==> config.mk <==
export PLATFORM = sky130hd
export DESIGN_NAME = fetch_queue
export DESIGN_NICKNAME = d
export VERILOG_FILES = /design/src/rtl/fetch_queue.sv
export SDC_FILE = /design/constraint.sdc
export NUM_CORES = 1
export LEC_CHECK = 0
export CAP_MARGIN = 10
export CORE_MARGIN = 10
export CORE_UTILIZATION = 40
export DETAILED_ROUTE_END_ITERATION = 10
export SLEW_MARGIN = 25
export SYNTH_ARGS = -nofsm -noshare
export SYNTH_HDL_FRONTEND = slang
export SYNTH_SLANG_ARGS = --single-unit
==> constraint.sdc <==
create_clock -name clk -period 2.9 [get_ports clk]
set_input_delay 0.29 -clock clk [delete_from_list [all_inputs] [get_ports clk]]
set_output_delay 0.29 -clock clk [all_outputs]
set_load 0.05 [all_outputs]
==> src/rtl/fetch_queue.sv <==
// ============================================================================
// fetch_queue : instruction fetch FIFO between instruction memory and decode
// Rev 1.0 : initial release
// ============================================================================
`default_nettype none

module fetch_queue #(
  parameter int DEPTH = 4,
  parameter int XLEN  = 32
) (
  input  logic                     clk,
  input  logic                     a_rstn,
  input  logic                     i_flush,
  input  logic                     i_valid,
  input  logic [XLEN-1:0]          i_pc,
  input  logic [XLEN-1:0]          i_instr,
  output logic                     o_ready,
  output logic                     o_valid,
  output logic [XLEN-1:0]          o_pc,
  output logic [XLEN-1:0]          o_instr,
  output logic                     o_misaligned,
  input  logic                     i_ready,
  output logic [$clog2(DEPTH):0]   o_count
);

  localparam int              AW     = $clog2(DEPTH);
  localparam logic [AW:0]     C_FULL = (AW+1)'(DEPTH);
  localparam logic [XLEN-1:0] C_NOP  = XLEN'(32'h0000_0013);

  logic [XLEN-1:0] r_pc_mem    [DEPTH];
  logic [XLEN-1:0] r_instr_mem [DEPTH];
  logic            r_mis_mem   [DEPTH];

  logic [AW-1:0] r_wptr;
  logic [AW-1:0] r_rptr;
  logic [AW:0]   r_count;

  logic w_push;
  logic w_pop;

  assign o_ready = (r_count != C_FULL);
  assign o_valid = (r_count != '0);
  assign o_count = r_count;

  // Flush wins over both push and pop; full queue never passes a push through.
  assign w_push = i_valid && o_ready && !i_flush;
  assign w_pop  = o_valid && i_ready && !i_flush;

  always_ff @(posedge clk or negedge a_rstn) begin
    if (!a_rstn) begin
      r_wptr  <= '0;
      r_rptr  <= '0;
      r_count <= '0;
    end else if (i_flush) begin
      r_wptr  <= '0;
      r_rptr  <= '0;
      r_count <= '0;
    end else begin
      if (w_push) r_wptr <= r_wptr + AW'(1);
      if (w_pop)  r_rptr <= r_rptr + AW'(1);
      case ({w_push, w_pop})
        2'b10:   r_count <= r_count + (AW+1)'(1);
        2'b01:   r_count <= r_count - (AW+1)'(1);
        default: r_count <= r_count;
      endcase
    end
  end

  // Storage carries no reset; stale data is hidden by the o_valid mask below.
  always_ff @(posedge clk) begin
    if (w_push) begin
      r_pc_mem[r_wptr]    <= i_pc;
      r_instr_mem[r_wptr] <= i_instr;
      r_mis_mem[r_wptr]   <= (i_pc[1:0] != 2'b00);
    end
  end

  assign o_pc         = o_valid ? r_pc_mem[r_rptr]    : '0;
  assign o_instr      = o_valid ? r_instr_mem[r_rptr] : C_NOP;
  assign o_misaligned = o_valid ? r_mis_mem[r_rptr]   : 1'b0;

endmodule

`default_nettype wire

Word-level counts from Yosys, hierarchy flattened
Memories as Yosys holds them, arrays and structs flattened.
Cells that the tools add are included.
{"block": "word_totals", "ff_bits": 7, "ramBits": 260, "input_bits": 69, "wordCells": 34, "n_memories": 3}
{"name": "r_instr_mem", "words": 4, "width": 32, "rd": 1, "rd_clocked_by_memory_dff": 0, "write_ports": 1, "line": "31", "rtl": "logic [XLEN-1:0] r_instr_mem [DEPTH];"}
{"name": "r_pc_mem", "words": 4, "width": 32, "rd": 1, "rd_clocked_by_memory_dff": 0, "write_ports": 1, "line": "30", "rtl": "logic [XLEN-1:0] r_pc_mem [DEPTH];"}
{"name": "r_mis_mem", "words": 4, "width": 1, "rd": 1, "rd_clocked_by_memory_dff": 0, "write_ports": 1, "line": "32", "rtl": "logic r_mis_mem [DEPTH];"}
{"block": "classes", "n_addsub": 4, "n_eq_ne": 3, "muxes": 11, "reduce_logical": 10}
{"cell": "32-bit 2-to-1 mux", "n": 2}
{"cell": "2-bit 2-to-1 mux", "n": 4}
{"cell": "3-bit one-hot mux with 2 select lines", "n": 1}
{"cell": "2-bit nonzero test", "n": 3}
{"cell": "3-bit nonzero test", "n": 2}
{"cell": "2-bit by 1-bit adder with 2-bit output (second input constant)", "n": 2}
{"cell": "1-bit logical AND", "n": 4}
{"cell": "3-bit by 1-bit adder with 3-bit output (second input constant)", "n": 1}
{"cell": "1-bit 2-to-1 mux", "n": 3}
{"cell": "3-bit 2-to-1 mux", "n": 1}
{"cell": "3-bit inequality test (second input constant)", "n": 1}
{"cell": "3-bit by 1-bit subtractor with 3-bit output (second input constant)", "n": 1}
{"cell": "2-bit by 1-bit == test with 1-bit output (second input constant)", "n": 1}
{"cell": "2-bit == test (second input constant)", "n": 1}
{"cell": "1-bit zero test", "n": 1}

Depth between registers and ports, before layout
{"block": "logic_depth", "depth_word": 6, "ltp_mapped": 10, "mapped_depth_nobuf": 8}

Worst setup path after synthesis
OpenSTA, ideal clock, no wires.
{"block": "synth_path", "path_kind": "reg-to-reg", "startpoint": "register r_count[0] (netlist: o_count[0])", "endpoint": "memory r_instr_mem[0][0], enable pin", "setup_ps": 430, "arrival_time_ps": 3217, "required_time_ps": 2470, "setup_slack_ps": -747, "stages_incl_launch_ff": 5, "path_cell_list": "dfrtp_1 > buf_6 > or3b_1 > clkbuf_1 > and3_1"}
{"block": "synth_between", "elab_chain_len": 5}
{"item": "start, declared", "line": "36", "rtl": "logic [AW:0] r_count;"}
{"item": "start signal, assigned", "line": "62", "rtl": "2'b10: r_count <= r_count + (AW+1)'(1);"}
{"item": "start signal, assigned", "line": "63", "rtl": "2'b01: r_count <= r_count - (AW+1)'(1);"}
{"item": "start signal, assigned", "line": "64", "rtl": "default: r_count <= r_count;"}
{"item": "3-bit inequality test", "line": "41", "rtl": "assign o_ready = (r_count != C_FULL);"}
{"item": "net o_ready", "line": "17", "rtl": "output logic o_ready,"}
{"item": "1-bit logical AND (2 in a row)", "line": "46", "rtl": "assign w_push = i_valid && o_ready && !i_flush;"}
{"item": "1-bit 2-to-1 mux", "line": "71", "rtl": "if (w_push) begin"}
{"item": "1-bit 2-to-1 mux (not written as such)", "line": "73", "rtl": "r_instr_mem[r_wptr] <= i_instr;"}
{"item": "end, declared", "line": "31"}
The timed path passes the listed nets, and every way through them passes these cells.

Final worst setup path
{"block": "layout_path", "startpoint": "register r_rptr[0]", "endpoint": "output port o_pc[16]"}
{"block": "layout_between", "elab_chain_len": 2}
{"item": "start, declared", "line": "35", "rtl": "logic [AW-1:0] r_rptr;"}
{"item": "start signal, assigned", "line": "60", "rtl": "if (w_pop) r_rptr <= r_rptr + AW'(1);"}
{"item": "memory read 4 x 32 bit"}
{"item": "32-bit 2-to-1 mux", "line": "78", "rtl": "assign o_pc = o_valid ? r_pc_mem[r_rptr] : '0;"}
{"item": "end, declared", "line": "19", "rtl": "output logic [XLEN-1:0] o_pc,"}
No other way between the ends.

==> impl_results.md <==
* Status: completed
* Endpoints failing setup at 0
* CP arrival at 2.47 ns
* Port-buffer cells at 138
* Net Sw Power at 3610 uW
* Switch share at 32.9%
* Final count of hold timing violations at 0
* Post-Syn Area at 10400 sq um
* Initial antenna violation count at 1
* RSZ-0062 raised after global routing: false
* Clock Tree Buf Depth at 3
* Max VDD drop at 0.669 mV
* Fraction of registers with async set/reset at 2.62%
* Routability congestion estimate at 0.817
* Finished Layout Cells at 989
* Synth Flop Type: edfxtp_1
* Slew headroom at 64.1%
* Clk Latency, worst-skew pair at 0.54 ns
* 1st-iter DRT viols at 269
* Die area at 32800 sq um
* Hold slack at 0.0617 ns
* CTS tree: built
* DP Cell Count at 939
* Area delta synth->final at 25.2%
* Detailed Routing Iterations Pass 1 at 4
* Slew @ Worst Pin at 0.525 ns
* Total CTS buffers at 28
* # IOs at 139
* Synth Area per Inst at 21.7 sq um
* Register-to-Register Path Depth at 8
* HP Class: input port to async pin
* CP Launch Type: flop
* Drt total wl at 21600 um
* Tot Pwr at 11000 uW
* Count of flip-flops with a built-in enable after synthesis at 260
* Largest net degree at the start of global routing at 34
* Die X-Extent at 181 um
* Setup crit end kind: output port
* Tcrit/Tclk final at 95.3%
* Final Instance Area at 13000 sq um
* First-pass GRT wire length at 33600 um
* Die Y at 181 um
* Nets at 712
* Vias at 5045
* P_leak at 0.00430 uW
* Register area share after synthesis at 77.0%
* Number of post-CTS setup repair buffers at 0
* PD cells at 844 nW/um^2
* Max Cap Violations at 0
* Crit path kind: flop to output port
* Sequential share of power at 41.1%
* Min Clock Period, post-route at 2.76 ns
* Number of global-route vias before repair at 5793
* Routed WL per cell at 21.9 um
* Final Max Tran Viols at 0
* Layout cells sized above 1 at 27.3%
* Internal at 7350 uW
* Synth Net Count at 552
* Clock Skews at 0.0227 ns
* CTS root buffer: clkbuf_16
* Core footprint at 25300 sq um
* CP Data Required Time at 2.61 ns
* Setup Total Neg Slack at 0 ns
* DR DRC count at 0
* Avg Vias per Cell at 5.10
* CTS sink cnt at 267
* H-Tree Depth at 1
* Row cnt at 58
* Synth Instances at 478
* Syn. warnings at 0
* Top cells by area, synth: edfxtp_1 (75%), mux4_2 (14%), and2_1 (3.7%), dfrtp_1 (1.7%), buf_6 (0.54%)
* Post-DP HPWL at 13700 um
* Yosys cell types at 33
* Post-DRT Antenna Nets at 0
* Clock Power Share at 29.0%
* Clk slew on worst S/H paths at 0.06 ns
* Gr usage total at 13.0%
* Placement Cell Area at 12200 sq um
* FF+latch count, synth at 267
* Diodes inserted at 0
* Yosys top cell area share at 75.3%
* CTS hold repair buffers at 0
* Initial Util at 40.9%
* Maximum fanout along the worst path at 29
* GRT overflow at 0
* Combinational group share of total power at 30.0%
* Cell taking the most area after synthesis: edfxtp_1
* Max Fclk at 0.362 GHz
[metal layers]
metal / global-route usage, % / wire [um] / part of all wire, %
met1: 16.5 / 9510 / 44
met2: 21.4 / 10400 / 48
met3: 3.62 / 1260 / 5.8
met4: 3.48 / 454 / 2.1
met5: 0 / 18 / 0.083
[registers in the layout, indices dropped and copies added (netlist names)]
signal,flops
o_count,3
r_wptr,2
r_instr_mem,128
r_rptr,2
r_pc_mem,128
r_mis_mem,4
[synthesized netlist by cell type, types with 4 or more instances]
library cell  count
and2_1           62
and3_1            4
buf_2             5
buf_6             5
clkbuf_1         15
dfrtp_1           7
edfxtp_1        260
ha_1              4
inv_1             5
mux4_2           65
nand2_1           6
nor2_1            6
or2_2             4
[final timing paths]
kind	start	end	slack [ns]
max	r_rptr[0]	o_pc[16]	0.14
min	a_rstn	o_count[2]	0.06
max reg2reg	o_count[0]	o_count[2]	0.33
min reg2reg	r_wptr[1]	r_wptr[1]	0.60
max in group asynchronous	a_rstn	r_rptr[0]	2.51
min in group clk	i_instr[13]	r_instr_mem[0][13]	0.38
[area by class of cell]
| cell class | instances | area [sq um] |
|---|---|---|
| fill | 2010 | 12300 |
| sequential | 267 | 7990 |
| multi-input combinational | 180 | 2240 |
| timing repair buffer | 156 | 1500 |
| clock buffer | 33 | 719 |
| tap | 330 | 413 |
| clock inverter | 18 | 103 |
| inverter | 5 | 18.8 |
[metrics by stage]
stage | setup slack (ns) | util, %
floorplan | -0.0531 | -
global placement | 0.498 | 48.1
detailed placement | 0.305 | 48.1
CTS | 0.00852 | 51.3
global route | 0.000934 | 51.3
finish | 0.136 | 51.3
[worst max-delay path, stage by stage, from the launching register on]
cell and delay (ns):
dfrtp_4 0.45, buf_12 0.26, buf_4 0.31, mux4_2 0.54, and2_1 0.18, buf_4 0.19
[placed cells by master (no fill, tap or decap), types with 2 or more instances in the layout]
cell type,instances
a21oi_1,3
nand2_1,6
mux4_2,65
clkinv_2,7
ha_1,4
clkinv_1,7
inv_1,4
dlygate4sd2_1,19
nand3_1,3
xor2_1,3
and3_4,4
nor2b_1,3
nor2_1,6
dfrtp_4,2
buf_12,9
buf_6,2
clkbuf_1,5
buf_4,53
clkdlybuf4s50_1,73
clkbuf_16,28
nor3_1,2
dfrtp_1,5
edfxtp_1,260
or2_2,4
and2_1,62
a2111oi_0,2
[cells by family (layout without fill, tap and decap cells)]
family	after synthesis	in the layout	share of synthesized area [%]
compound gates	10	10	0.700
xor+xnor	4	4	0.338
fa+ha+maj	5	5	0.676
buf+inv	31	212	1.58
flops	267	267	77.0
mux	66	66	14.2
simple gates	95	95	5.53
[what timing repair did]
| item | CTS | global route |
|---|---|---|
| resized for setup | 21 | 0 |
| pin swaps | 0 | 0 |
| setup endpoints to repair | 22 | 1 |
[power groups by stage]
stage	registers (uW)	logic [uW]	clock network, uW
global route	4520	3490	3420
floorplan	4580	2290	0
global placement	4570	3400	0
CTS	4500	3370	3270
detailed placement	4580	3430	0
finish	4500	3290	3180
(Power assumes the default switching activity.)
